$ cat config.mk
export PLATFORM = sky130hd
export DESIGN_NAME = fp_addsub_pipe
export DESIGN_NICKNAME = d
export VERILOG_FILES = /design/src/rtl/fp_addsub_pipe.sv
export SDC_FILE = /design/constraint.sdc
export NUM_CORES = 1
export LEC_CHECK = 0
export BUFFER_PORTS_ARGS = -buffer_cell sky130_fd_sc_hd__buf_4
export CORE_MARGIN = 2
export CORE_UTILIZATION = 68
export CTS_CLUSTER_DIAMETER = 150
export DETAILED_ROUTE_END_ITERATION = 7
export GPL_TIMING_DRIVEN = 0
export PLACE_DENSITY = 0.87
export SLEW_MARGIN = 40
export SYNTH_ARGS = -nofsm -noshare
export SYNTH_HDL_FRONTEND = slang
export SYNTH_SLANG_ARGS = --single-unit
$ cat constraint.sdc
create_clock -name clk -period 23.8 [get_ports clk]
set_input_delay 2.38 -clock clk [delete_from_list [all_inputs] [get_ports clk]]
set_output_delay 2.38 -clock clk [all_outputs]
set_load 0.05 [all_outputs]
$ cat src/rtl/fp_addsub_pipe.sv
// Pipelined floating-point adder/subtractor: unpack/compare, align, add, normalise/round/pack.
// Subnormals are flushed to zero. Rounding is nearest-even. Flow control is a single global stall.
module fp_addsub_pipe #(
    parameter  int EXP_W  = 8,
    parameter  int FRAC_W = 23,
    localparam int W      = 1 + EXP_W + FRAC_W
) (
    input  logic         clk,
    input  logic         rst_n,
    input  logic         in_valid,
    output logic         in_ready,
    input  logic [W-1:0] a,
    input  logic [W-1:0] b,
    input  logic         op,
    output logic         out_valid,
    input  logic         out_ready,
    output logic [W-1:0] s,
    output logic         ovf,
    output logic         unf,
    output logic         inv
);
    localparam int STAGES = 4;
    localparam int MW     = FRAC_W + 4;        // hidden + fraction + G/R/S
    localparam int LZW    = $clog2(MW + 1);
    localparam int XW     = EXP_W + 2;         // signed exponent with headroom
    localparam logic [EXP_W-1:0] EMAX = '1;
    localparam logic [W-1:0] QNAN = {1'b0, EMAX, 1'b1, {(FRAC_W-1){1'b0}}};

    typedef struct packed {
        logic nan;      // result is canonical NaN
        logic inf;      // result is infinity
        logic inf_s;    // sign of that infinity
    } spec_t;

    typedef struct packed {
        logic              sx;
        logic              sub;
        logic [EXP_W-1:0]  ex;
        logic [FRAC_W:0]   mx;
        logic [FRAC_W:0]   my;
        logic [EXP_W-1:0]  d;
        spec_t             sp;
    } s1_t;

    typedef struct packed {
        logic              sx;
        logic              sub;
        logic [EXP_W-1:0]  ex;
        logic [MW-1:0]     xm;
        logic [MW-1:0]     ym;
        spec_t             sp;
    } s2_t;

    typedef struct packed {
        logic              sx;
        logic              sub;
        logic [EXP_W-1:0]  ex;
        logic [MW:0]       sum;
        spec_t             sp;
    } s3_t;

    logic [STAGES:0] vld_pipe;
    logic            adv;
    s1_t             s1_d, s1_q;
    s2_t             s2_d, s2_q;
    s3_t             s3_d, s3_q;
    logic [W-1:0]    res;
    logic            res_ovf, res_unf, res_inv;

    assign adv         = !vld_pipe[STAGES] || out_ready;
    assign in_ready    = adv;
    assign out_valid   = vld_pipe[STAGES];
    assign vld_pipe[0] = in_valid;

    // Valid shift register; everything advances together or holds together.
    always_ff @(posedge clk or negedge rst_n) begin
        if (!rst_n) vld_pipe[STAGES:1] <= '0;
        else if (adv) vld_pipe[STAGES:1] <= vld_pipe[STAGES-1:0];
    end

    // S1: unpack, flush subnormals, classify specials, order by magnitude.
    always_comb begin
        logic             sa, sb, za, zb, ia, ib, na, nb, swap;
        logic [EXP_W-1:0] ea, eb;
        logic [FRAC_W-1:0] fa, fb;
        sa   = a[W-1];
        sb   = b[W-1] ^ op;
        ea   = a[W-2:FRAC_W];
        eb   = b[W-2:FRAC_W];
        za   = (ea == '0);
        zb   = (eb == '0);
        fa   = za ? '0 : a[FRAC_W-1:0];
        fb   = zb ? '0 : b[FRAC_W-1:0];
        ia   = (ea == EMAX) && (fa == '0);
        ib   = (eb == EMAX) && (fb == '0);
        na   = (ea == EMAX) && (fa != '0);
        nb   = (eb == EMAX) && (fb != '0);
        swap = {eb, fb} > {ea, fa};
        s1_d          = '0;
        s1_d.sx       = swap ? sb : sa;
        s1_d.sub      = sa ^ sb;
        s1_d.ex       = swap ? eb : ea;
        s1_d.mx       = swap ? {!zb, fb} : {!za, fa};
        s1_d.my       = swap ? {!za, fa} : {!zb, fb};
        s1_d.d        = swap ? (eb - ea) : (ea - eb);
        s1_d.sp.nan   = na || nb || (ia && ib && (sa != sb));
        s1_d.sp.inf   = ia || ib;
        s1_d.sp.inf_s = ia ? sa : sb;
    end

    // S2: right-align Y, folding every bit shifted past R into sticky.
    always_comb begin
        logic [MW-1:0] yext;
        logic          stk;
        yext = {s1_q.my, 3'b000};
        stk  = |(yext & ~({MW{1'b1}} << s1_q.d));
        s2_d     = '0;
        s2_d.sx  = s1_q.sx;
        s2_d.sub = s1_q.sub;
        s2_d.ex  = s1_q.ex;
        s2_d.xm  = {s1_q.mx, 3'b000};
        s2_d.sp  = s1_q.sp;
        if (int'(s1_q.d) >= MW) s2_d.ym = {{(MW-1){1'b0}}, |s1_q.my};
        else                    s2_d.ym = (yext >> s1_q.d) | {{(MW-1){1'b0}}, stk};
    end

    // S3: magnitude add or subtract; X >= Y so the difference is never negative.
    always_comb begin
        s3_d     = '0;
        s3_d.sx  = s2_q.sx;
        s3_d.sub = s2_q.sub;
        s3_d.ex  = s2_q.ex;
        s3_d.sp  = s2_q.sp;
        s3_d.sum = s2_q.sub ? ({1'b0, s2_q.xm} - {1'b0, s2_q.ym})
                            : ({1'b0, s2_q.xm} + {1'b0, s2_q.ym});
    end

    // S4: normalise, round to nearest even, range check, specials override.
    always_comb begin
        logic [LZW-1:0]       lzc;
        logic                 found, up;
        logic [MW-1:0]        nm;
        logic signed [XW-1:0] en;
        logic [FRAC_W+1:0]    rnd;
        lzc   = '0;
        found = 1'b0;
        for (int i = MW - 1; i >= 0; i--) begin
            if (!found) begin
                if (s3_q.sum[i]) found = 1'b1;
                else             lzc   = lzc + 1'b1;
            end
        end
        if (s3_q.sum[MW]) begin
            nm = {s3_q.sum[MW:2], s3_q.sum[1] | s3_q.sum[0]};
            en = $signed({2'b00, s3_q.ex}) + $signed(XW'(1));
        end else begin
            nm = s3_q.sum[MW-1:0] << lzc;
            en = $signed({2'b00, s3_q.ex}) - $signed({{(XW-LZW){1'b0}}, lzc});
        end
        up  = nm[2] && (nm[1] || nm[0] || nm[3]);
        rnd = {1'b0, nm[MW-1:3]} + {{(FRAC_W+1){1'b0}}, up};
        if (rnd[FRAC_W+1]) en = en + $signed(XW'(1));
        res     = {s3_q.sx, en[EXP_W-1:0], rnd[FRAC_W-1:0]};
        res_ovf = 1'b0;
        res_unf = 1'b0;
        res_inv = 1'b0;
        if (s3_q.sp.nan) begin
            res     = QNAN;
            res_inv = 1'b1;
        end else if (s3_q.sp.inf) begin
            res = {s3_q.sp.inf_s, EMAX, {FRAC_W{1'b0}}};
        end else if (s3_q.sum == '0) begin
            res = {s3_q.sx && !s3_q.sub, {(W-1){1'b0}}};
        end else if (en >= $signed({2'b00, EMAX})) begin
            res     = {s3_q.sx, EMAX, {FRAC_W{1'b0}}};
            res_ovf = 1'b1;
        end else if (en <= $signed(XW'(0))) begin
            res     = {s3_q.sx, {(W-1){1'b0}}};
            res_unf = 1'b1;
        end
    end

    // Datapath stage registers; no reset needed, the valid bits qualify them.
    always_ff @(posedge clk) begin
        if (adv) begin
            s1_q <= s1_d;
            s2_q <= s2_d;
            s3_q <= s3_d;
        end
    end

    // Output register holds while stalled and clears on reset.
    always_ff @(posedge clk or negedge rst_n) begin
        if (!rst_n) begin
            s   <= '0;
            ovf <= 1'b0;
            unf <= 1'b0;
            inv <= 1'b0;
        end else if (adv && vld_pipe[STAGES-1]) begin
            s   <= res;
            ovf <= res_ovf;
            unf <= res_unf;
            inv <= res_inv;
        end
    end
endmodule

# == Word-level counts from Yosys, hierarchy flattened ==
# Index checks and enable logic that the tools add are counted.
# word_totals
regBits,213
in_bits,69
out_inout_bits,37
elab_cells,240
# classes
n_mux,132
shift,3
magnitude_cmp,4
bitwise,6
n_reduce_logical,28
n_addsub,34
eq_ne,3
# op_table
cell,n
$mux 5,52
$add 5x1->5 const B,26
$mux 32,3
$mux 1,65
$mux 31,2
$mux 24,2
$logic_not 23->1,2
$mux 23,2
$reduce_bool 23->1,2
$gt 31x31->1,1
$add 27x27->28,1
$logic_not 28->1,1
$mux 28,1
$sub 27x27->28,1
$and 27x27->27,1
$mux 27,1
$not 27->27,1
$or 27x1->27,1
$reduce_or 27->1,1
$shl 27x5->27,1
$shl 27x8->27 const A,1
$shr 27x8->27,1
$add 24x1->25,1
$reduce_or 24->1,1
other kinds (17),39

# == Longest topological paths before layout ==
# logic_depth
word_depth,92
ltp_mapped,82
mapped_depth_nobuf,79

# == Least setup slack after synthesis ==
# No wires, ideal clock.
# synth_timing
path_kind,register to register
from,register s3_q[28] in the netlist's numbering
to,register s[10]
path_buffers,4
arrival_ns,15.243
path_slack_ns,8.436
path_stages_with_launch,76
synth_period_minus_slack_ns,15.364
path_cell_list,edfxtp_1 -> or2_1 -> buf_4 -> clkinv_2 -> ha_1 -> nor3_1 -> nor2_1 -> ha_1 -> nor2b_1 -> o21a_1 -> a21o_1 -> o21ai_0 -> ha_1 -> nor3b_1 -> o31ai_1 -> a21oi_1 -> a211oi_1 -> or2_1 -> (+40 left out) -> o21ai_1 -> clkbuf_1 -> clkbuf_1 -> ha_1 -> nor2b_1 -> o21ai_0 -> nand2b_1 -> a21o_1 -> a21o_1 -> o22ai_1 -> xor2_1 -> nor3b_1 -> inv_1 -> nor4_1 -> a2bb2o_4 -> and3b_4 -> buf_6 -> a22o_1
# synth_via
elab_chain_cells,90
word_cells_on_any_way,121
cone_classes,28 x add/sub; 2 x order compare; 1 x shift; 86 x mux; 4 x reduce/logical
# synth_lines
item,line,source
"start, declared",66,"s3_t s3_d, s3_q;"
"start signal, assigned",188,s3_q <= s3_d;
$mux 5,149,if (s3_q.sum[i]) found = 1'b1;
$mux 5,148,if (!found) begin
$add 5x1->5,150,else lzc = lzc + 1'b1;
$mux 5,149,
$mux 5,148,
$add 5x1->5,150,
$mux 5,149,
$mux 5,148,
(+74 left out),n/a,
$add 24x1->25,161,"rnd = {1'b0, nm[MW-1:3]} + {{(FRAC_W+1){1'b0}}, up};"
$mux 10,162,if (rnd[FRAC_W+1]) en = en + $signed(XW'(1));
$le 10x1->1,177,end else if (en <= $signed(XW'(0))) begin
$mux 31,177,
$mux 31,174,"end else if (en >= $signed({2'b00, EMAX})) begin"
$mux 32 *,172,end else if (s3_q.sum == '0) begin
$mux 32 *,170,end else if (s3_q.sp.inf) begin
$mux 32 *,167,if (s3_q.sp.nan) begin
"end signal, assigned",200,s <= res;
"end, declared",17,"output logic [W-1:0] s,"
# Mark *: on every way between the ends. The rest lies on a longest branch, timed or not.
# A chain may end at the register's enable or synchronous reset.

# == Worst setup path in the final report ==
# layout_timing
from,register s3_q[29] in the netlist's numbering
to,register s[18]
# layout_via
elab_chain_cells,92
word_cells_on_any_way,123
cone_classes,29 x add/sub; 2 x order compare; 1 x shift; 87 x mux; 4 x reduce/logical
# layout_lines
item,line
$mux 1,149
$add 5x1->5,150
$mux 5,149
$mux 5,148
$add 5x1->5,150
$mux 5,149
$mux 5,148
$add 5x1->5,150
(+76 left out),n/a
$add 24x1->25,161
$mux 10,162
$le 10x1->1,177
$mux 31,177
$mux 31,174
$mux 32 *,172
$mux 32 *,170
$mux 32 *,167
# Marks and branches as above.

==> run metrics <==
full die area=29900 sq um; DRT Pass-1 Iters=8; Clock Tree Buf Depth=3; row cnt=61; Inst Count DP=2749; pre-CTS WS=5710 ps; Synth Area per Inst=8.58 sq um; DIE HEIGHT=173 um; dominant cells by area after synthesis=edfxtp_1 (27%), ha_1 (7.6%), dfrtp_1 (5.0%), nand2_1 (4.7%), o21ai_0 (4.5%); PostCTS Resize Cnt=0; sequential-to-total area share from yosys stat=31.9%; endpoints failing hold=0; fin crit period=18750 ps; core footprint=27900 sq um; Max-Cap Viols=0; post-synth top area share=26.9%; most common cell in the synthesized netlist=nand2_1; Clock Tree Root=clkbuf_16; DRT iter0 DRCs=2777; CP Class=flip-flop to flip-flop; TNS Setup=0 ps; clk_skew=34.4 ps; VDD IR max=0.0000787 V; fin crit share=78.8%; CP max stage delay=770 ps; Routed Antenna Nets=0; worst reg-to-reg setup slack=5050 ps; number of synthesized flops with an enable pin=174; Synth Instances=2262; worst rel slew slack=41.6%; diode count=0; worst path required time=24260 ps; Post-Syn Area=19400 sq um; WL final=60.8 mm; Netlist cell types=117; initial antenna violation count=0; first-pass GRT wire length=96.2 mm; CP max FO=10; most frequent cell on the critical path=ha_1; Num CTS Buffers=24; routed wire length per instance=21.8 um; fin. max-slew vios=0; Vias/cell=6.83; Ports=106; placed instance area=20800 sq um; final worst setup slack=5050 ps; FMAX=53.3 MHz; HPWL Detailed=46.7 mm; GRT Residual Overflow=0; layout cells sized above 1=10.8%; CP Launch Type=flip-flop; Syn. warnings=0; run status=finished, final reports clean; Pleak=0.00886 uW; Mapped Nets=2453; Final nets=2588; vias in the first global route=18000; post-route cell area=21600 sq um; CTS clk-pin slew, worst paths=60 ps; H-tree lvl count=1; Worst Setup End Kind=flip-flop; FFs w/ async S/R, synth=18.3%; Setup Buffers After CTS=0; Worst Hold Class=flip-flop to flip-flop; largest net degree at the start of global routing=44; Worst Tran Pin Value=873 ps; CTS tree=built; FF+latch count, synth=213; die width=173 um; CP max-delay cell=nor3b_1; leading area contributor after synthesis=edfxtp_1; later-pin clock latency in the skew report=550 ps; Synth top cells by count=nand2_1 (245), o21ai_0 (175), edfxtp_1 (174), nor2_1 (173), a21oi_1 (144); Total GRT Usage=39.5%; worst endpoint data arrival time=19210 ps; hold buffers post-CTS=0; Port Buf Inserts=105; gpl congestion=1.06; Remaining DRCs=0; PD cells=128 nW/um^2; Synth-to-Final Area Change=11.2%; count of clock tree sinks=213; fin cells=2793; Top FF cell, synth=edfxtp_1; Initial Util=69.5%; RSZ-0062 raised after global routing=no; via count=19100; final setup fails=0
[power breakdown]
| group | total [uW] | switching, uW | internal [uW] |
|---|---|---|---|
| registers | 667 | 101 | 566 |
| logic | 1710 | 1120 | 596 |
| clock network | 380 | 163 | 218 |
| total | 2760 | 1380 | 1380 |
[flip-flops by register name, indices dropped and copies added, names as in the netlist]
| signal | cells |
|---|---|
| inv | 1 |
| ovf | 1 |
| s1_q | 69 |
| s2_q | 64 |
| vld_pipe | 3 |
| out_valid | 1 |
| s3_q | 41 |
| unf | 1 |
| s | 32 |
[cell families after synthesis]
family	after synthesis	share of synthesized area [%]
and+or+nand+nor	785	20.2
DFF	213	31.9
buffers and inverters	261	5.31
xor gates and xnor gates	117	5.81
muxes	110	6.18
AOI/OAI and AO/OA	649	22.3
adders and majority gates	127	8.29
[path summary, 6_finish.rpt]
check	endpoint	from	depth (start not counted)
min in group asynchronous	s[29]$_DFFE_PN0P_	rst_n	1
max in group asynchronous	inv$_DFFE_PN0P_	rst_n	1
hold reg to reg	s2_q[62]$_DFFE_PN_	s1_q[64]$_DFFE_PN_	0
setup reg to reg	s[18]$_DFFE_PN0P_	s3_q[29]$_DFFE_PN_	76
hold / removal	s2_q[62]$_DFFE_PN_	s1_q[64]$_DFFE_PN_	0
setup / recovery	s[18]$_DFFE_PN0P_	s3_q[29]$_DFFE_PN_	76
[through the flow]
stage               util, %  hold slack, ps  power [uW]
finish                 77.3             418        2760
global placement       74.0             401        2260
CTS                    77.3             419        2700
detailed placement     74.3             405        2300
global route           77.3             423        2910
floorplan                 -             400        1850
[area by class of cell]
cell class | count | area, sq um
multi-input cells | 1788 | 12200
fillers | 1948 | 6350
flip-flops and latches | 213 | 6200
repair buffers | 109 | 868
clock buffers | 28 | 636
inverters | 140 | 527
plain buffers | 121 | 507
well taps | 378 | 473
clock inverters | 16 | 186
[cell usage in the layout, fill, tap and decap left out, drive strengths merged, types with 69 or more instances in the layout]
cell	n
nand2	248
o21ai	181
nor2	175
edfxtp	174
a21oi	146
inv	139
buf	135
clkbuf	123
ha	118
mux2i	78
xnor2	71
nand3	69
[metal layers]
metal	part of all wire, %	vias up	GRT usage, %
li1	-	8628	-
met1	38	8890	50.2
met2	47	1308	66.4
met3	9.4	264	5.21
met4	6.3	0	19.8
met5	0	-	0
[critical path, delay by kind of cell, from the launching register on]
kind,cells,cell delay [ps]
DFF,1,550
and+or+nand+nor,17,3220
buffers and inverters,6,1700
muxes,3,650
xor gates and xnor gates,3,780
AOI/OAI and AO/OA,33,7300
adders and majority gates,14,4470
No activity file was read; power rests on OpenSTA's default activity.
